--- config.mk ---
export PLATFORM = sky130hd
export DESIGN_NAME = uart_stream_core_flat
export DESIGN_NICKNAME = d
export VERILOG_FILES = /design/src/rtl/uart_stream_core_if.sv /design/src/rtl/uart_stream_core.sv /design/src/flat_wrapper.sv
export SDC_FILE = /design/constraint.sdc
export NUM_CORES = 1
export LEC_CHECK = 0
export CAP_MARGIN = 20
export CORE_MARGIN = 2
export CORE_UTILIZATION = 50
export DETAILED_ROUTE_END_ITERATION = 8
export PLACE_DENSITY = 0.74
export SYNTH_ARGS = -nofsm -noshare
export SYNTH_HDL_FRONTEND = slang
export SYNTH_SLANG_ARGS = --single-unit
--- constraint.sdc ---
create_clock -name clk -period 4.37 [get_ports clk]
set_input_delay 0.874 -clock clk [delete_from_list [all_inputs] [get_ports clk]]
set_output_delay 0.874 -clock clk [all_outputs]
set_load 0.03 [all_outputs]
--- src/rtl/uart_stream_core_if.sv ---
// Host-side stream interface of uart_stream_core.
// Valid/ready: a word moves on a rising clk edge where valid and ready are
// both high. The source holds data stable while valid is high and ready is
// low. The sink may raise or drop ready at any time. rx_data is the RX FIFO
// head (first-word-fall-through) and is meaningful only while rx_valid is high.
interface uart_stream_core_if #(
    parameter int DATA_SIZE = 8
);
    logic [DATA_SIZE-1:0] tx_data;
    logic                 tx_valid;
    logic                 tx_ready;
    logic [DATA_SIZE-1:0] rx_data;
    logic                 rx_valid;
    logic                 rx_ready;

    // Host side: produces TX words and consumes RX words.
    modport master (
        output tx_data, tx_valid, rx_ready,
        input  tx_ready, rx_data, rx_valid
    );

    // UART core side.
    modport slave (
        input  tx_data, tx_valid, rx_ready,
        output tx_ready, rx_data, rx_valid
    );
endinterface

--- src/rtl/uart_stream_core.sv ---
// uart_stream_core: one UART channel with TX/RX engines, programmable
// oversampling tick (16 ticks per bit), TX/RX FIFOs, runtime parity and
// stop-bit configuration, sticky error flags and an RX->TX echo mode.

// Circular-buffer FIFO with first-word-fall-through read port.
module uart_stream_fifo #(
    parameter int DW    = 8,
    parameter int DEPTH = 16,
    parameter int LVL_W = $clog2(DEPTH) + 1
) (
    input  logic             clk,
    input  logic             reset,
    input  logic             push,
    input  logic [DW-1:0]    push_data,
    input  logic             pop,
    output logic [DW-1:0]    pop_data,
    output logic             full,
    output logic             empty,
    output logic [LVL_W-1:0] level
);
    localparam int AW = $clog2(DEPTH);

    logic [DW-1:0] mem [DEPTH];
    logic [AW-1:0] wr_ptr;
    logic [AW-1:0] rd_ptr;
    logic          do_push;
    logic          do_pop;

    assign full     = (level == LVL_W'(DEPTH));
    assign empty    = (level == '0);
    // A push at full is dropped even if a pop happens in the same cycle.
    assign do_push  = push & ~full;
    assign do_pop   = pop & ~empty;
    assign pop_data = mem[rd_ptr];

    // Storage write; contents need no reset because level gates every read.
    always_ff @(posedge clk) begin
        if (do_push) begin
            mem[wr_ptr] <= push_data;
        end
    end

    // Pointer and occupancy bookkeeping.
    always_ff @(posedge clk) begin
        if (reset) begin
            wr_ptr <= '0;
            rd_ptr <= '0;
            level  <= '0;
        end else begin
            if (do_push) begin
                wr_ptr <= wr_ptr + AW'(1);
            end
            if (do_pop) begin
                rd_ptr <= rd_ptr + AW'(1);
            end
            case ({do_push, do_pop})
                2'b10:   level <= level + LVL_W'(1);
                2'b01:   level <= level - LVL_W'(1);
                default: level <= level;
            endcase
        end
    end
endmodule

module uart_stream_core #(
    parameter int DATA_SIZE  = 8,
    parameter int FIFO_DEPTH = 16,
    parameter int DIV_WIDTH  = 16,
    parameter int LVL_W      = $clog2(FIFO_DEPTH) + 1
) (
    input  logic                 clk,
    input  logic                 reset,
    input  logic [DIV_WIDTH-1:0] cfg_baud_div,
    input  logic [1:0]           cfg_parity,
    input  logic                 cfg_stop2,
    input  logic                 cfg_echo,
    uart_stream_core_if.slave    host,
    input  logic                 rx,
    output logic                 tx,
    output logic                 tx_busy,
    output logic [LVL_W-1:0]     tx_level,
    output logic [LVL_W-1:0]     rx_level,
    output logic                 err_parity,
    output logic                 err_frame,
    output logic                 err_overrun,
    input  logic                 err_clear,
    output logic [2:0]           dbg_tx_state,
    output logic [2:0]           dbg_rx_state
);
    localparam int BIT_W = (DATA_SIZE > 1) ? $clog2(DATA_SIZE) : 1;
    localparam logic [BIT_W-1:0] LAST_BIT = BIT_W'(DATA_SIZE - 1);

    typedef enum logic [2:0] {
        TX_IDLE   = 3'd0,
        TX_START  = 3'd1,
        TX_DATA   = 3'd2,
        TX_PARITY = 3'd3,
        TX_STOP   = 3'd4
    } tx_state_t;

    typedef enum logic [2:0] {
        RX_IDLE   = 3'd0,
        RX_START  = 3'd1,
        RX_DATA   = 3'd2,
        RX_PARITY = 3'd3,
        RX_STOP   = 3'd4
    } rx_state_t;

    // ------------------------------------------------------------------
    // Oversampling tick: one s_tick every cfg_baud_div+1 clocks.
    // ------------------------------------------------------------------
    logic [DIV_WIDTH-1:0] tick_cnt;
    logic                 s_tick;

    assign s_tick = (tick_cnt == cfg_baud_div);

    // Free-running tick counter, cleared on each tick.
    always_ff @(posedge clk) begin
        if (reset) begin
            tick_cnt <= '0;
        end else if (s_tick) begin
            tick_cnt <= '0;
        end else begin
            tick_cnt <= tick_cnt + DIV_WIDTH'(1);
        end
    end

    // ------------------------------------------------------------------
    // Live configuration decode (latched by each FSM when it leaves IDLE).
    // ------------------------------------------------------------------
    logic cfg_par_en;
    logic cfg_par_odd;

    assign cfg_par_en  = (cfg_parity == 2'b01) | (cfg_parity == 2'b10);
    assign cfg_par_odd = (cfg_parity == 2'b10);

    // ------------------------------------------------------------------
    // FIFOs and host / echo routing.
    // ------------------------------------------------------------------
    logic                 tx_fifo_push;
    logic [DATA_SIZE-1:0] tx_fifo_din;
    logic                 tx_fifo_pop;
    logic [DATA_SIZE-1:0] tx_head;
    logic                 tx_full;
    logic                 tx_empty;

    logic                 rx_fifo_push;
    logic                 rx_fifo_pop;
    logic [DATA_SIZE-1:0] rx_head;
    logic                 rx_full;
    logic                 rx_empty;

    logic                 echo_move;
    logic [DATA_SIZE-1:0] rx_shift;

    // Echo drains RX into TX one byte per cycle while TX has room.
    assign echo_move     = cfg_echo & ~rx_empty & ~tx_full;

    assign host.tx_ready = ~tx_full & ~reset & ~cfg_echo;
    assign host.rx_valid = ~rx_empty & ~cfg_echo;
    assign host.rx_data  = rx_head;

    assign tx_fifo_push  = cfg_echo ? echo_move : (host.tx_valid & host.tx_ready);
    assign tx_fifo_din   = cfg_echo ? rx_head : host.tx_data;
    assign rx_fifo_pop   = cfg_echo ? echo_move : (host.rx_valid & host.rx_ready);

    uart_stream_fifo #(
        .DW    (DATA_SIZE),
        .DEPTH (FIFO_DEPTH),
        .LVL_W (LVL_W)
    ) u_tx_fifo (
        .clk       (clk),
        .reset     (reset),
        .push      (tx_fifo_push),
        .push_data (tx_fifo_din),
        .pop       (tx_fifo_pop),
        .pop_data  (tx_head),
        .full      (tx_full),
        .empty     (tx_empty),
        .level     (tx_level)
    );

    uart_stream_fifo #(
        .DW    (DATA_SIZE),
        .DEPTH (FIFO_DEPTH),
        .LVL_W (LVL_W)
    ) u_rx_fifo (
        .clk       (clk),
        .reset     (reset),
        .push      (rx_fifo_push),
        .push_data (rx_shift),
        .pop       (rx_fifo_pop),
        .pop_data  (rx_head),
        .full      (rx_full),
        .empty     (rx_empty),
        .level     (rx_level)
    );

    // ------------------------------------------------------------------
    // TX engine.
    // ------------------------------------------------------------------
    tx_state_t            tx_state;
    logic [4:0]           tx_tcnt;
    logic [BIT_W-1:0]     tx_bit;
    logic [DATA_SIZE-1:0] tx_shift;
    logic                 tx_par_bit;
    logic                 tx_par_en;
    logic                 tx_stop2;
    logic [4:0]           tx_stop_last;
    logic                 tx_load;

    assign tx_stop_last = tx_stop2 ? 5'd31 : 5'd15;
    // A new frame starts from IDLE, or directly at the end of STOP so that
    // back-to-back frames carry no extra idle time.
    assign tx_load = s_tick & ~tx_empty &
                     ((tx_state == TX_IDLE) |
                      ((tx_state == TX_STOP) & (tx_tcnt == tx_stop_last)));
    assign tx_fifo_pop  = tx_load;
    assign dbg_tx_state = tx_state;

    // TX frame sequencer with registered serial output and busy flag.
    always_ff @(posedge clk) begin
        if (reset) begin
            tx_state   <= TX_IDLE;
            tx_tcnt    <= '0;
            tx_bit     <= '0;
            tx_shift   <= '0;
            tx_par_bit <= 1'b0;
            tx_par_en  <= 1'b0;
            tx_stop2   <= 1'b0;
            tx         <= 1'b1;
            tx_busy    <= 1'b0;
        end else if (tx_load) begin
            tx_shift   <= tx_head;
            tx_par_bit <= ^tx_head ^ cfg_par_odd;
            tx_par_en  <= cfg_par_en;
            tx_stop2   <= cfg_stop2;
            tx_tcnt    <= '0;
            tx         <= 1'b0;
            tx_busy    <= 1'b1;
            tx_state   <= TX_START;
        end else if (s_tick) begin
            case (tx_state)
                TX_START: begin
                    if (tx_tcnt == 5'd15) begin
                        tx_tcnt  <= '0;
                        tx_bit   <= '0;
                        tx       <= tx_shift[0];
                        tx_state <= TX_DATA;
                    end else begin
                        tx_tcnt <= tx_tcnt + 5'd1;
                    end
                end
                TX_DATA: begin
                    if (tx_tcnt == 5'd15) begin
                        tx_tcnt <= '0;
                        if (tx_bit == LAST_BIT) begin
                            if (tx_par_en) begin
                                tx       <= tx_par_bit;
                                tx_state <= TX_PARITY;
                            end else begin
                                tx       <= 1'b1;
                                tx_state <= TX_STOP;
                            end
                        end else begin
                            tx_bit   <= tx_bit + BIT_W'(1);
                            tx_shift <= tx_shift >> 1;
                            tx       <= tx_shift[1];
                        end
                    end else begin
                        tx_tcnt <= tx_tcnt + 5'd1;
                    end
                end
                TX_PARITY: begin
                    if (tx_tcnt == 5'd15) begin
                        tx_tcnt  <= '0;
                        tx       <= 1'b1;
                        tx_state <= TX_STOP;
                    end else begin
                        tx_tcnt <= tx_tcnt + 5'd1;
                    end
                end
                TX_STOP: begin
                    if (tx_tcnt == tx_stop_last) begin
                        tx_tcnt  <= '0;
                        tx_busy  <= 1'b0;
                        tx_state <= TX_IDLE;
                    end else begin
                        tx_tcnt <= tx_tcnt + 5'd1;
                    end
                end
                default: begin
                    tx_state <= TX_IDLE;
                end
            endcase
        end
    end

    // ------------------------------------------------------------------
    // RX engine.
    // ------------------------------------------------------------------
    logic [1:0]       rx_sync;
    logic             rx_s;
    rx_state_t        rx_state;
    logic [3:0]       rx_tcnt;
    logic [BIT_W-1:0] rx_bit;
    logic             rx_par_en;
    logic             rx_par_odd;
    logic             rx_par_bad;
    logic             rx_push;
    logic             rx_frame_evt;
    logic             rx_par_evt;

    assign rx_s         = rx_sync[1];
    assign rx_fifo_push = rx_push;
    assign dbg_rx_state = rx_state;

    // Two-flop synchroniser for the asynchronous serial input.
    always_ff @(posedge clk) begin
        if (reset) begin
            rx_sync <= 2'b11;
        end else begin
            rx_sync <= {rx_sync[0], rx};
        end
    end

    // RX frame sequencer: mid-bit sampling, end-of-frame event pulses.
    always_ff @(posedge clk) begin
        if (reset) begin
            rx_state     <= RX_IDLE;
            rx_tcnt      <= '0;
            rx_bit       <= '0;
            rx_shift     <= '0;
            rx_par_en    <= 1'b0;
            rx_par_odd   <= 1'b0;
            rx_par_bad   <= 1'b0;
            rx_push      <= 1'b0;
            rx_frame_evt <= 1'b0;
            rx_par_evt   <= 1'b0;
        end else begin
            rx_push      <= 1'b0;
            rx_frame_evt <= 1'b0;
            rx_par_evt   <= 1'b0;
            if (s_tick) begin
                case (rx_state)
                    RX_IDLE: begin
                        if (!rx_s) begin
                            rx_tcnt    <= '0;
                            rx_par_en  <= cfg_par_en;
                            rx_par_odd <= cfg_par_odd;
                            rx_par_bad <= 1'b0;
                            rx_state   <= RX_START;
                        end
                    end
                    RX_START: begin
                        // Half-bit re-check filters short low glitches.
                        if (rx_tcnt == 4'd7) begin
                            rx_tcnt  <= '0;
                            rx_bit   <= '0;
                            rx_state <= rx_s ? RX_IDLE : RX_DATA;
                        end else begin
                            rx_tcnt <= rx_tcnt + 4'd1;
                        end
                    end
                    RX_DATA: begin
                        if (rx_tcnt == 4'd15) begin
                            rx_tcnt  <= '0;
                            rx_shift <= {rx_s, rx_shift[DATA_SIZE-1:1]};
                            if (rx_bit == LAST_BIT) begin
                                rx_state <= rx_par_en ? RX_PARITY : RX_STOP;
                            end else begin
                                rx_bit <= rx_bit + BIT_W'(1);
                            end
                        end else begin
                            rx_tcnt <= rx_tcnt + 4'd1;
                        end
                    end
                    RX_PARITY: begin
                        if (rx_tcnt == 4'd15) begin
                            rx_tcnt    <= '0;
                            rx_par_bad <= rx_s ^ (^rx_shift) ^ rx_par_odd;
                            rx_state   <= RX_STOP;
                        end else begin
                            rx_tcnt <= rx_tcnt + 4'd1;
                        end
                    end
                    RX_STOP: begin
                        // Only the first stop bit is examined.
                        if (rx_tcnt == 4'd15) begin
                            rx_tcnt  <= '0;
                            rx_state <= RX_IDLE;
                            if (!rx_s) begin
                                rx_frame_evt <= 1'b1;
                            end else begin
                                rx_push    <= 1'b1;
                                rx_par_evt <= rx_par_bad;
                            end
                        end else begin
                            rx_tcnt <= rx_tcnt + 4'd1;
                        end
                    end
                    default: begin
                        rx_state <= RX_IDLE;
                    end
                endcase
            end
        end
    end

    // Sticky error flags; a new event outranks a simultaneous clear.
    always_ff @(posedge clk) begin
        if (reset) begin
            err_parity  <= 1'b0;
            err_frame   <= 1'b0;
            err_overrun <= 1'b0;
        end else begin
            err_parity  <= rx_par_evt | (err_parity & ~err_clear);
            err_frame   <= rx_frame_evt | (err_frame & ~err_clear);
            err_overrun <= (rx_push & rx_full) | (err_overrun & ~err_clear);
        end
    end
endmodule

--- src/flat_wrapper.sv ---
// flat-port wrapper written by rule: the top's interface ports become plain ports
module uart_stream_core_flat 
#(
    parameter int DATA_SIZE  = 8,
    parameter int FIFO_DEPTH = 16,
    parameter int DIV_WIDTH  = 16,
    parameter int LVL_W      = $clog2(FIFO_DEPTH) + 1
)
  (clk, reset, cfg_baud_div, cfg_parity, cfg_stop2, cfg_echo, rx, tx, tx_busy, tx_level, rx_level, err_parity, err_frame, err_overrun, err_clear, dbg_tx_state, dbg_rx_state, host_tx_data, host_tx_valid, host_rx_ready, host_tx_ready, host_rx_data, host_rx_valid);
  uart_stream_core_if #(.DATA_SIZE(DATA_SIZE)) host_i ();
  input  logic clk;
  input  logic reset;
  input  logic [DIV_WIDTH-1:0] cfg_baud_div;
  input  logic [1:0] cfg_parity;
  input  logic cfg_stop2;
  input  logic cfg_echo;
  input  logic rx;
  output logic tx;
  output logic tx_busy;
  output logic [LVL_W-1:0] tx_level;
  output logic [LVL_W-1:0] rx_level;
  output logic err_parity;
  output logic err_frame;
  output logic err_overrun;
  input  logic err_clear;
  output logic [2:0] dbg_tx_state;
  output logic [2:0] dbg_rx_state;
  input wire logic [$bits(host_i.tx_data)-1:0] host_tx_data;
  input wire logic [$bits(host_i.tx_valid)-1:0] host_tx_valid;
  input wire logic [$bits(host_i.rx_ready)-1:0] host_rx_ready;
  output wire logic [$bits(host_i.tx_ready)-1:0] host_tx_ready;
  output wire logic [$bits(host_i.rx_data)-1:0] host_rx_data;
  output wire logic [$bits(host_i.rx_valid)-1:0] host_rx_valid;
  assign host_i.tx_data = host_tx_data;
  assign host_i.tx_valid = host_tx_valid;
  assign host_i.rx_ready = host_rx_ready;
  assign host_tx_ready = host_i.tx_ready;
  assign host_rx_data = host_i.rx_data;
  assign host_rx_valid = host_i.rx_valid;
  uart_stream_core #(.DATA_SIZE(DATA_SIZE), .FIFO_DEPTH(FIFO_DEPTH), .DIV_WIDTH(DIV_WIDTH), .LVL_W(LVL_W)) u_core (.clk(clk), .reset(reset), .cfg_baud_div(cfg_baud_div), .cfg_parity(cfg_parity), .cfg_stop2(cfg_stop2), .cfg_echo(cfg_echo), .host(host_i), .rx(rx), .tx(tx), .tx_busy(tx_busy), .tx_level(tx_level), .rx_level(rx_level), .err_parity(err_parity), .err_frame(err_frame), .err_overrun(err_overrun), .err_clear(err_clear), .dbg_tx_state(dbg_tx_state), .dbg_rx_state(dbg_rx_state));
endmodule
-- Word-level counts from Yosys, hierarchy flattened
Memory sizes are Yosys's and may differ from the RTL's. A register that Yosys moved wholly into a read port is not among the register bits.
Index checks and enable logic that the tools add are counted.
- bits in registers: 95
- memory bits (writable): 256
- output and inout port bits: 31
- word-level logic and storage cells: 232
- memories: 2
- $add $sub $neg: 13
- eq/ne operators: 42
- muxes and demuxes: 69
- bitwise gates (word level): 38
- reduce and logical (&&, ||, !) cells: 37
- memories (memory ; words ; bits a word ; rd ports ; clocked after memory_dff ; wr ports ; line ; RTL):
    u_core.u_rx_fifo.mem ; 16 ; 8 ; 1 ; 1 ; 1 ; uart_stream_core.sv:23 ; logic [DW-1:0] mem [DEPTH];
    u_core.u_tx_fifo.mem ; 16 ; 8 ; 1 ; 1 ; 1 ; uart_stream_core.sv:23 ;
- operator list (operator ; count):
    3-bit two-way mux ; 19
    8-bit two-way mux ; 6
    5-bit one-hot mux with 2 select lines ; 3
    4-bit two-way mux ; 7
    1-bit two-way mux ; 23
    2-bit nonzero test ; 11
    4-bit by 1-bit adder with 4-bit output, second input constant ; 5
    1-bit AND ; 18
    2-bit by 1-bit inequality test with 1-bit output, second input constant ; 9
    6-bit AND reduction ; 3
    16-bit by 1-bit adder with 16-bit output, second input constant ; 1
    16-bit equality test ; 1
    8-bit XOR reduction ; 2
    5-bit by 1-bit adder with 5-bit output, second input constant ; 3
    5-bit two-way mux ; 3
    3-bit one-hot mux with 5 select lines ; 1
    3-bit AND reduction ; 5
    3-bit by 2-bit equality test with 1-bit output, second input constant ; 4
    3-bit equality test, second input constant ; 4
    3-bit by 2-bit inequality test with 1-bit output, second input constant ; 4
    1-bit NOT ; 12
    3-bit one-hot mux with 2 select lines ; 2
    3-bit one-hot mux with 4 select lines ; 1
    4-bit one-hot mux with 3 select lines ; 1
    28 further kinds ; 51

-- Logic depth before layout (Yosys ltp)
Gate-level depths: netlist (run 1).
- word-level depth: 9
- depth in mapped cells: 18
- gate-level depth less buffers: 16

-- Cells and area by module
A second synthesis (run 1) with hierarchy kept.
- cell total of the unflattened synthesis: 1071
- area, all modules: 15592.5 µm²
- by module, submodules not included (module ; times used ; cells each ; area an instance (µm²)):
    uart_stream_fifo ; 2 ; 298 ; 5878.1
    uart_stream_core ; 1 ; 475 ; 3836.2

-- Worst setup path before layout (run 1)
No wires, ideal clock.
- path kind: input port to flip-flop
- start point: input cfg_baud_div[13]
- end point: register u_core.u_tx_fifo.level[4]
- setup time: 0.115 ns
- arrival time: 3.516 ns
- required time: 4.255 ns
- slack: 0.739 ns
- stages: 17
- cell sequence: xnor2_1 -> nand4_1 -> nor4_2 -> buf_2 -> nand2_1 -> inv_2 -> ha_1 -> clkbuf_1 -> xor2_1 -> ha_1 -> o21ai_0 -> nand2b_1 -> a21oi_1 -> nand4_1 -> a21oi_1 -> xnor2_1 -> nor2_1
- cells in the longest elaborated chain, start to end: 6
- elaborated cells between the ends (all ways): 8
- classes of those cells: 3 x eq/ne; 1 x mux; 3 x bitwise; 1 x reduce/logical
- RTL lines (element ; line ; RTL):
    start, declared ; flat_wrapper.sv:13 ; input logic [DIV_WIDTH-1:0] cfg_baud_div;
    16-bit equality test (*) ; uart_stream_core.sv:115 ; assign s_tick = (tick_cnt == cfg_baud_div);
    1-bit AND (*) (2 in series) ; uart_stream_core.sv:215 ; assign tx_load = s_tick & ~tx_empty &
    1-bit AND (*) ; uart_stream_core.sv:33 ; assign do_pop = pop & ~empty;
    net u_core.u_tx_fifo.do_pop ; uart_stream_core.sv:27 ; logic do_pop;
    2-bit by 1-bit equality test with 1-bit output / 2-bit equality test (equally long branches) ; uart_stream_core.sv:56 ; case ({do_push, do_pop})
    5-bit one-hot mux with 2 select lines / 2-bit nonzero test (equally long branches) ; - ;
    end signal, assigned ; uart_stream_core.sv:57 ; 2'b10: level <= level + LVL_W'(1);
    end signal, assigned ; uart_stream_core.sv:58 ; 2'b01: level <= level - LVL_W'(1);
    end signal, assigned ; uart_stream_core.sv:59 ; default: level <= level;
    end, declared ; uart_stream_core.sv:19 ; output logic [LVL_W-1:0] level
Mark *: on every way through the listed nets, which the timed path passes. The rest lies on a longest branch.
A chain may end at the register's enable or synchronous reset.

==> key figures, run 1 <==
Outcome
  – Status: completed

Timing
  – RSZ-0062 raised after global routing: false
  – Least-Margin Pin Slew: 0.986 ns
  – Final slew viol count: 0
  – Worst clock skew: 0.0217 ns
  – Final setup viols: 0
  – Slew margin rel.: 34.0%
  – Final setup TNS: 0 ns
  – FMAX: 0.247 GHz
  – Hold Fails Final Rpt: 0
  – Minimum clock period: 4.05 ns
  – Final period utilization: 92.7%

Synth
  – Most common cell in the netlist: edfxtp_1
  – Leading post-synthesis cells by cell area: edfxtp_1 (51%), dfxtp_1 (14%), mux4_2 (8.8%), nor2_1 (3.1%), mux4_1 (3.0%)
  – Syn_nets: 1072
  – Adder-Cell Fraction of Synth Area: 2.37%
  – #FFs+latches synth: 359
  – Number of distinct library cells after synthesis: 59
  – Synth Area in Compound Gates: 4.04%
  – Syn Area/Cell: 14.9 um^2
  – Dominant synthesized flop cell: edfxtp_1
  – Post-synthesis sequential area ratio: 64.6%
  – Mapped cell area: 0.0151 mm^2
  – Post-synth top cells: edfxtp_1 (256), nor2_1 (123), dfxtp_1 (103)
  – Area share of the leading cell type in the synthesized netlist: 50.9%
  – Post-synth ARST share: 0%
  – Post-synth EDFFs: 256
  – Mapped Cells: 1010
  – Post-synth top area cell: edfxtp_1
  – Simple-gate area share of the yosys netlist: 8.52%
  – YS warnings: 0
  – Largest family of logic cells by synthesized area: multiplexers
  – Multiplexer share of the synthesized area: 13.9%
  – Xor/xnor share of the synthesized area: 4.31%

CTS
  – CTS tree: yes
  – CTS clk-pin slew, worst paths: 0.06 ns
  – # clock sinks: 359
  – CTS Root Cell: clkbuf_16
  – Setup bufs post-CTS: 0
  – Maximum clock path buffer count: 3
  – CTS Buf Count: 37
  – Cts hold-fix bufs: 0
  – Worst-Skew Late Latency: 0.53 ns
  – H-tree depth: 2
  – Post_cts resized: 0

GRT
  – Antenna violations before repair: 0
  – Pin count of the biggest net entering global routing: 79
  – GRT Total Usage: 19.3%
  – First-pass GRT wire length: 46800 um
  – Vias in the first global route: 8308
  – Global route overflow: 0

Setup path
  – RR Startpoint: u_core.tx_tcnt[0]
  – Crit Path Category: reg2out
  – Worst path max stage delay: 0.63 ns
  – Req. time, crit path: 3.50 ns
  – Critical Path, Cell by Cell: buf_12 > mux4_2 > mux4_2 > clkdlybuf4s50_1
  – Worst reg2reg path depth: 16
  – Crit. End Element: output port
  – Worst Path Max Fanout: 22
  – Worst setup SP type: flip-flop
  – Critical path's most frequent cell: mux4_2
  – RR Endpoint: u_core.u_tx_fifo.level[4]
  – Slowest-stage cell, CP: clkdlybuf4s50_1
  – FF-to-FF setup slack: 0.71 ns
  – Worst EP arrival: 3.18 ns

Cells and area
  – Final core occ: 58.3%
  – Layout cells sized above 1: 14.1%
  – Multi-input logic area: 0.00500 mm^2
  – Layout filler cell count: 2175
  – ANT cells: 0
  – # nets final: 1144
  – Area growth, synth to finish: 14.7%
  – Seq. cell area: 0.00975 mm^2

Power
  – Power density cells: 446 mW/mm^2
  – LEAKAGE: 5.43 nW
  – Peak supply drop: 0.000421 V

Detailed routing
  – WL final: 29800 um
  – Met2 wire length: 15000 um
  – Met3 WL: 1590 um
  – Highest metal used: met4
  – First-pass DRT Iterations: 5
  – Avg WL per Cell: 19.9 um
  – Detailed-route DRC error count: 0
  – Wl on met1: 12700 um
  – Vias: 8485
  – DR vias/cell: 5.66
  – DR iter-0 viols: 668
  – Post-DRT Antenna Nets: 0

Floorplan
  – Core ar.: 0.0297 mm^2
  – Io pins: 65
  – Std cell rows: 63
  – Effective utilization at floorplan: 50.8%
  – Die Area: 0.0316 mm^2
  – Die Y: 178 um
  – Die W: 178 um

Placement
  – DPL Wire Length: 19300 um
  – Port Buffer Count: 64
  – Placer congestion estimate: 0.791

Hold path
  – Hold Path Sink: u_core.rx_sync[1]
  – Worst hold path type: reg2reg
  – WHS Path Cells: 1
  – Hold_sp: u_core.rx_sync[0]

Job
  – Max Cap Viol: 0
worst max-delay path, delay by kind of cell (launching register included):
kind,cells,cell delay [ns]
buffers and inverters,2,0.90
flip-flops,1,0.61
multiplexers,2,1.13
routing by layer:
layer	up-vias	GRT usage [%]
met5	-	0
met2	247	32.8
met4	0	5.19
li1	3976	-
met3	42	2.83
met1	4220	26.2
layout by cell type, fill, tap and decap left out, drive strengths merged, types with 3 or more instances in the layout:
cell type / synthesis / layout
a211oi: 14 / 14
a21o: 3 / 3
a21oi: 41 / 41
a22oi: 5 / 5
and3: 7 / 7
buf: 16 / 20
clkbuf: 34 / 47
clkdlybuf4s50: 0 / 63
clkinv: 0 / 13
dfxtp: 103 / 103
edfxtp: 256 / 256
ha: 27 / 27
inv: 25 / 27
mux2: 8 / 8
mux2i: 23 / 23
mux4: 76 / 76
nand2: 43 / 43
nand2b: 12 / 12
nand3: 23 / 23
nand3b: 4 / 4
nand4: 14 / 14
nor2: 123 / 123
nor2b: 8 / 8
nor3: 17 / 17
nor4: 6 / 6
o21ai: 15 / 15
o21bai: 3 / 3
or2: 5 / 5
or3: 4 / 4
or4: 5 / 5
xnor2: 37 / 37
xnor3: 4 / 4
xor2: 26 / 26
registers in the layout, summed over array words and instances, names as in the netlist, 2 cells and up, named ones only:
name / cells
u_core.dbg_tx_state: 3
u_core.dbg_rx_state: 3
u_core.rx_shift: 8
u_core.u_tx_fifo.wr_ptr: 4
u_core.tick_cnt: 16
u_core.u_tx_fifo.mem: 128
u_core.tx_bit: 3
u_core.rx_tcnt: 4
u_core.u_tx_fifo.level: 5
u_core.u_rx_fifo.wr_ptr: 4
u_core.u_rx_fifo.level: 5
u_core.u_tx_fifo.rd_ptr: 4
u_core.u_rx_fifo.rd_ptr: 4
u_core.tx_tcnt: 5
u_core.tx_shift: 8
u_core.rx_bit: 3
u_core.rx_sync: 2
u_core.u_rx_fifo.mem: 128
area by class of cell:
type	instances	share of cell area [%]
flip-flops and latches	359	56.3
clock inverters	19	0.867
inverters	25	0.542
repair buffers	83	4.57
clock buffers	47	6.00
well taps	390	2.82
multi-input cells	576	28.9
how the worst max path moves through the flow:
stage | endpoint | slack [ns] | cells after the start
floorplan | u_core.u_tx_fifo.level[4] | 0.74 | 17
global placement | u_core.u_tx_fifo.level[4] | 0.41 | 16
detailed placement | u_core.u_tx_fifo.level[4] | 0.34 | 16
CTS | host_rx_data[2] | 0.26 | 4
global route | host_rx_data[2] | 0.19 | 4
finish | host_rx_data[2] | 0.32 | 4
where the power goes:
part	total, W	internal (W)	switching, W
sequential	0.00380	0.00371	0.0000830
clock	0.00306	0.00180	0.00126
combinational	0.000871	0.000404	0.000467
through the flow:
stage / area [um^2] / worst slack [ns] / std cells / hold slack, ns / total power (W)
final: 17300 / 0.319 / 1499 / 0.409 / 0.00773
after global routing: 17300 / 0.188 / 1499 / 0.431 / 0.00800
after global placement: 16100 / 0.408 / 1433 / 0.396 / 0.00472
after CTS: 17300 / 0.264 / 1499 / 0.410 / 0.00779
after detailed placement: 16100 / 0.340 / 1433 / 0.397 / 0.00474
after floorplan: 15100 / 0.739 / 1010 / 0.389 / 0.00446
cells by family after synthesis:
| logic type | count (synthesis) |
|---|---|
| AOI/OAI and AO/OA | 98 |
| muxes | 107 |
| adders and majority gates | 28 |
| DFF | 359 |
| and+or+nand+nor | 276 |
| xor gates and xnor gates | 67 |
| buffers and inverters | 75 |
(Power assumes the default switching activity.)
==> run 2, diff against run 1 <==
--- a/config.mk
+++ b/config.mk
@@ -12,4 +12,5 @@
 export PLACE_DENSITY = 0.74
 export SYNTH_ARGS = -nofsm -noshare
 export SYNTH_HDL_FRONTEND = slang
+export SYNTH_HIERARCHICAL = 1
 export SYNTH_SLANG_ARGS = --single-unit
==> constraint.sdc (replaced) <==
create_clock -name clk -period 5 [get_ports clk]
set_input_delay 1 -clock clk [delete_from_list [all_inputs] [get_ports clk]]
set_output_delay 1 -clock clk [all_outputs]
set_load 0.03 [all_outputs]
==> run 2 against run 1 <==
Critical path depth unchanged; die area increased by 3.2%; critical path type unchanged; register-to-register slack improved by 0.38 ns; cell area increased by 3.1%; sequential power decreased by 16%; clock skew increased by 0.013 ns; global-route usage increased by 0.91 points; power decreased by 20%; combinational power decreased by 85%.
==> key figures, run 2 <==
Cells and area
  – Largest regs: u_core/u_rx_fifo/mem (128), u_core/u_tx_fifo/mem (128), u_core/tick_cnt (16)
  – Area growth, synth to finish: 14.5%
  – Layout cells sized above 1: 13.3%
  – ANT cells: 0
  – Layout filler cell count: 2323
  – Final core occ: 58.2%
  – Most frequent cells in the layout: edfxtp_1 (256), nor2_1 (106), dfxtp_1 (101), clkdlybuf4s50_1 (63), a21oi_1 (54)
  – Fin cells: 1565
  – # nets final: 1198
  – Commonest non-fill, non-tap cell in the layout: edfxtp_1

Synth
  – Syn_nets: 1129
  – Syn Area/Cell: 14.6 um^2
  – YS warnings: 6
  – Post-synth top area cell: edfxtp_1
  – Post-synth top cells: edfxtp_1 (256), nor2_1 (106), dfxtp_1 (103)
  – Mapped cell area: 0.0156 mm^2
  – #FFs+latches synth: 359
  – Number of distinct library cells after synthesis: 68
  – Mapped Cells: 1071
  – Dominant synthesized flop cell: edfxtp_1
  – Leading post-synthesis cells by cell area: edfxtp_1 (49%), dfxtp_1 (13%), mux4_2 (7.5%), mux4_1 (4.7%), nor2_1 (2.6%)
  – Area share of the leading cell type in the synthesized netlist: 49.3%
  – Post-synth ARST share: 0%
  – Most common cell in the netlist: edfxtp_1
  – Post-synthesis sequential area ratio: 62.5%
  – Post-synth EDFFs: 256

Timing
  – Final setup TNS: 0 ns
  – Slew margin rel.: 28.4%
  – Minimum clock period: 4.41 ns
  – RSZ-0062 raised after global routing: false
  – Final slew viol count: 0
  – Post-route setup slack: 0.594 ns
  – Worst clock skew: 0.0342 ns
  – Hold Fails Final Rpt: 0
  – Least-Margin Pin Slew: 1.07 ns
  – Final period utilization: 88.1%
  – FMAX: 0.227 GHz
  – Final setup viols: 0

CTS
  – Maximum clock path buffer count: 3
  – Post_cts resized: 0
  – CTS Root Cell: clkbuf_16
  – CTS tree: yes
  – # clock sinks: 359
  – H-tree depth: 2
  – Cts hold-fix bufs: 0
  – CTS Buf Count: 38
  – Setup bufs post-CTS: 0
  – Worst-Skew Late Latency: 0.54 ns
  – CTS clk-pin slew, worst paths: 0.06 ns

Setup path
  – Critical Path, Cell by Cell: buf_4 > mux4_1 > mux4_2 > clkdlybuf4s50_1
  – Crit Path Category: reg2out
  – Worst path max stage delay: 0.75 ns
  – Slowest-stage cell, CP: dfxtp_2
  – CP Capture Point: host_rx_data[3]
  – Worst Path Max Fanout: 19
  – RR Endpoint: u_core/u_tx_fifo/level[4]
  – FF-to-FF setup slack: 1.09 ns
  – Crit. End Element: output port
  – RR Startpoint: u_core/tx_tcnt[0]
  – Worst reg2reg path depth: 14
  – Worst setup SP type: flip-flop
  – Worst EP arrival: 3.41 ns
  – Req. time, crit path: 4.00 ns

Detailed routing
  – Post-DRT Antenna Nets: 0
  – DR iter-0 viols: 798
  – WL final: 33200 um
  – Vias: 9405
  – First-pass DRT Iterations: 5
  – Avg WL per Cell: 21.2 um
  – Detailed-route DRC error count: 0
  – DR vias/cell: 6.01

Placement
  – Port Buffer Count: 64
  – Placer congestion estimate: 0.805
  – DPL Wire Length: 20800 um
  – Pre-CTS setup slack: 0.613 ns
  – Cells after DPL: 1496

Floorplan
  – Die W: 181 um
  – Std cell rows: 64
  – Core ar.: 0.0307 mm^2
  – Io pins: 65
  – Die Area: 0.0326 mm^2
  – Die Y: 181 um
  – Effective utilization at floorplan: 50.8%

GRT
  – Vias in the first global route: 9076
  – GRT Total Usage: 20.2%
  – Pin count of the biggest net entering global routing: 55
  – Global route overflow: 0
  – Antenna violations before repair: 0
  – First-pass GRT wire length: 52200 um

Hold path
  – Worst hold path type: reg2reg

Power
  – Peak supply drop: 0.000326 V
  – Power density cells: 345 mW/mm^2
  – LEAKAGE: 5.36 nW

Job
  – Max Cap Viol: 0

Outcome
  – Status: completed
-- run 2: cell count changes after synthesis, moves of 9 or more --
| cell | previous run | this run |
|---|---|---|
| mux4_1 | 17 | 28 |
| mux2i_1 | 23 | 9 |
| o21ai_0 | 15 | 42 |
| a21oi_1 | 41 | 54 |
| nor2_1 | 123 | 106 |
| xor2_1 | 26 | 35 |
| nor3_1 | 17 | 28 |
-- run 2: critical path, delay by kind of cell (launching register included) --
family,cells,cell delay (ns)
buffers and inverters,2,0.95
DFF,1,0.75
muxes,2,1.16
-- run 2: layer usage --
metal	track usage, %	wire length (um)	up-vias
met1	28.9	14800	4748
li1	-	-	4278
met4	5.32	706	0
met3	2.99	1870	53
met5	0	0	-
met2	32.9	15900	326
-- run 2: how the worst min path moves through the flow --
stage	startpoint	end	depth (start not counted)
6_report	u_core/rx_sync[0]	u_core/rx_sync[1]	1
2_1_floorplan	u_core/rx_sync[0]	u_core/rx_sync[1]	1
3_5_place_dp	u_core/rx_sync[0]	u_core/rx_sync[1]	1
3_3_place_gp	u_core/rx_sync[0]	u_core/rx_sync[1]	1
4_1_cts	u_core/rx_sync[0]	u_core/rx_sync[1]	1
5_1_grt	u_core/rx_sync[0]	u_core/rx_sync[1]	1
-- run 2: cell type report --
class	instances	area (um^2)	area share [%]
well taps	396	495	2.78
clock inverters	20	265	1.49
clock buffers	49	1020	5.73
inverters	25	93.8	0.526
multi-input cells	632	5430	30.4
flip-flops and latches	359	9750	54.6
repair buffers	84	786	4.40
-- run 2: through the flow --
| stage | area (um^2) | power, W | hold WS [ns] |
|---|---|---|---|
| final | 17800 | 0.00616 | 0.417 |
| after global routing | 17800 | 0.00634 | 0.442 |
| after CTS | 17800 | 0.00621 | 0.422 |
| after detailed placement | 16600 | 0.00337 | 0.400 |
| after global placement | 16600 | 0.00337 | 0.400 |
| after floorplan | 15600 | 0.00331 | 0.389 |
-- run 2: logic make-up (layout without fill, tap and decap cells) --
| group | count (synthesis) | after routing | share of synthesized area [%] |
|---|---|---|---|
| DFF | 359 | 359 | 62.5 |
| and+or+nand+nor | 291 | 291 | 9.61 |
| AOI/OAI and AO/OA | 150 | 150 | 5.88 |
| muxes | 101 | 101 | 13.7 |
| buffers and inverters | 80 | 178 | 2.62 |
| xor gates and xnor gates | 66 | 66 | 3.71 |
| adders and majority gates | 24 | 24 | 1.93 |
-- run 2: power breakdown --
group          switching (W)  leakage, nW  internal [W]  total, W
combinational      0.0000731         1.89     0.0000563  0.000129
clock                0.00114        0.628       0.00172   0.00285
sequential        0.00000762         2.84       0.00317   0.00318
total                0.00122         5.36       0.00494   0.00616
==> run 3, diff against run 2 <==
==> constraint.sdc (replaced) <==
create_clock -name clk -period 5 [get_ports clk]
set_input_delay 0.75 -clock clk [delete_from_list [all_inputs] [get_ports clk]]
set_output_delay 0.75 -clock clk [all_outputs]
set_load 0.03 [all_outputs]
==> run 3 against run 2 <==
Worst setup slack better by 0.40 ns; register-to-register slack hardly changed; core utilization is 0.25 points lower; sequential power hardly changed; maximum frequency is 10% higher; sequential share of layout area is 0.24 points higher; critical path depth stayed put; count of clock-buffer cells in the layout is 8 lower; non-clock buffer count is 2 lower; critical path type unchanged; largest cell class unchanged; largest power group unchanged.
==> key figures, run 3 (synthesized netlist as in run 2, its figures left out) <==
GRT
  – Global route overflow: 0
  – First-pass GRT wire length: 51200 um
  – GRT Total Usage: 20.0%
  – Pin count of the biggest net entering global routing: 84
  – Vias in the first global route: 9065
  – Antenna violations before repair: 0

Timing
  – Hold Fails Final Rpt: 0
  – Minimum clock period: 4.01 ns
  – Final setup TNS: 0 ns
  – FMAX: 0.250 GHz
  – Least-Margin Pin Slew: 0.985 ns
  – Final setup viols: 0
  – Final period utilization: 80.1%
  – Worst clock skew: 0.0230 ns
  – RSZ-0062 raised after global routing: false
  – Slew margin rel.: 34.1%
  – Worst Hold Margin: 0.416 ns
  – Final slew viol count: 0

Detailed routing
  – First-pass DRT Iterations: 5
  – Vias: 9337
  – DR iter-0 viols: 762
  – DR vias/cell: 5.98
  – Avg WL per Cell: 20.9 um
  – WL final: 32600 um
  – Detailed-route DRC error count: 0
  – Post-DRT Antenna Nets: 0

Setup path
  – Crit. End Element: output port
  – Worst setup SP type: flip-flop
  – Worst Path Max Fanout: 12
  – Worst EP arrival: 3.26 ns
  – Req. time, crit path: 4.25 ns
  – Crit Path Category: reg2out

CTS
  – CTS clk-pin slew, worst paths: 0.06 ns
  – Cts hold-fix bufs: 0
  – CTS Root Cell: clkbuf_16
  – Post_cts resized: 0
  – Maximum clock path buffer count: 3
  – # clock sinks: 359
  – H-tree depth: 2
  – CTS Buf Count: 37
  – Worst-Skew Late Latency: 0.54 ns
  – Setup bufs post-CTS: 0
  – CTS tree: yes

Placement
  – Placer congestion estimate: 0.796
  – Port Buffer Count: 64
  – DPL Wire Length: 20900 um

Cells and area
  – Most frequent cells in the layout: edfxtp_1 (256), nor2_1 (106), dfxtp_1 (101), clkdlybuf4s50_1 (63), a21oi_1 (54)
  – ANT cells: 0
  – Layout cells sized above 1: 13.3%
  – Largest regs: u_core/u_rx_fifo/mem (128), u_core/u_tx_fifo/mem (128), u_core/tick_cnt (16)
  – Area growth, synth to finish: 14.0%
  – # nets final: 1195
  – Commonest non-fill, non-tap cell in the layout: edfxtp_1

Job
  – Max Cap Viol: 0

Outcome
  – Status: completed

Floorplan
  – Die W: 181 um
  – Effective utilization at floorplan: 50.8%
  – Die Y: 181 um
  – Std cell rows: 64
  – Io pins: 65
  – Die Area: 0.0326 mm^2
  – Core ar.: 0.0307 mm^2

Hold path
  – Worst hold path type: reg2reg

Power
  – LEAKAGE: 5.32 nW
  – Power density cells: 341 mW/mm^2
  – Peak supply drop: 0.000325 V
[run 3: critical path: stages (launching register included)]
cell             delay, ns
dfxtp_2               0.60
buf_4                 0.34
mux4_1                0.63
mux4_2                0.54
clkdlybuf4s50_1       0.62
[run 3: layout make-up]
class                           instances  area [um^2]
Fill cell                            2313        12900
Clock buffer                           41          962
Multi-Input combinational cell        632         5430
Tap cell                              396          495
Timing Repair Buffer                   82          771
Clock inverter                         27          263
Sequential cell                       359         9750
Inverter                               25         93.8
[run 3: worst paths after layout]
kind	from	end	slack (ns)	cells after the start
max	flip-flop	host_rx_data[4]	0.99	4
max reg2reg	u_core/tx_tcnt[0]	u_core/u_tx_fifo/level[4]	1.09	14
min reg2reg	u_core/rx_sync[0]	u_core/rx_sync[1]	0.42	1
min	u_core/rx_sync[0]	u_core/rx_sync[1]	0.42	1
[run 3: layer usage]
metal / track usage, % / vias to the layer above / share of wire (%) / routed length (um)
met3: 3.40 / 43 / 6.5 / 2110
met1: 28.1 / 4698 / 43 / 14200
met4: 5.39 / 0 / 2.0 / 645
met2: 32.5 / 329 / 48 / 15700
li1: - / 4267 / - / -
met5: 0 / - / 0 / 0
[run 3: metrics by stage]
step	setup WS, ns	utilization [%]	instances	total power, W	instance area [um^2]
global placement	0.987	53.9	1494	0.00337	16500
global route	0.745	57.9	1562	0.00624	17800
finish	0.993	57.9	1562	0.00607	17800
CTS	0.935	57.9	1562	0.00613	17800
floorplan	1.41	-	1071	0.00331	15600
detailed placement	0.871	53.9	1494	0.00337	16500
[run 3: power breakdown]
group	internal (W)	switching (W)
registers	0.00317	0.00000754
clock network	0.00161	0.00115
logic	0.0000553	0.0000731
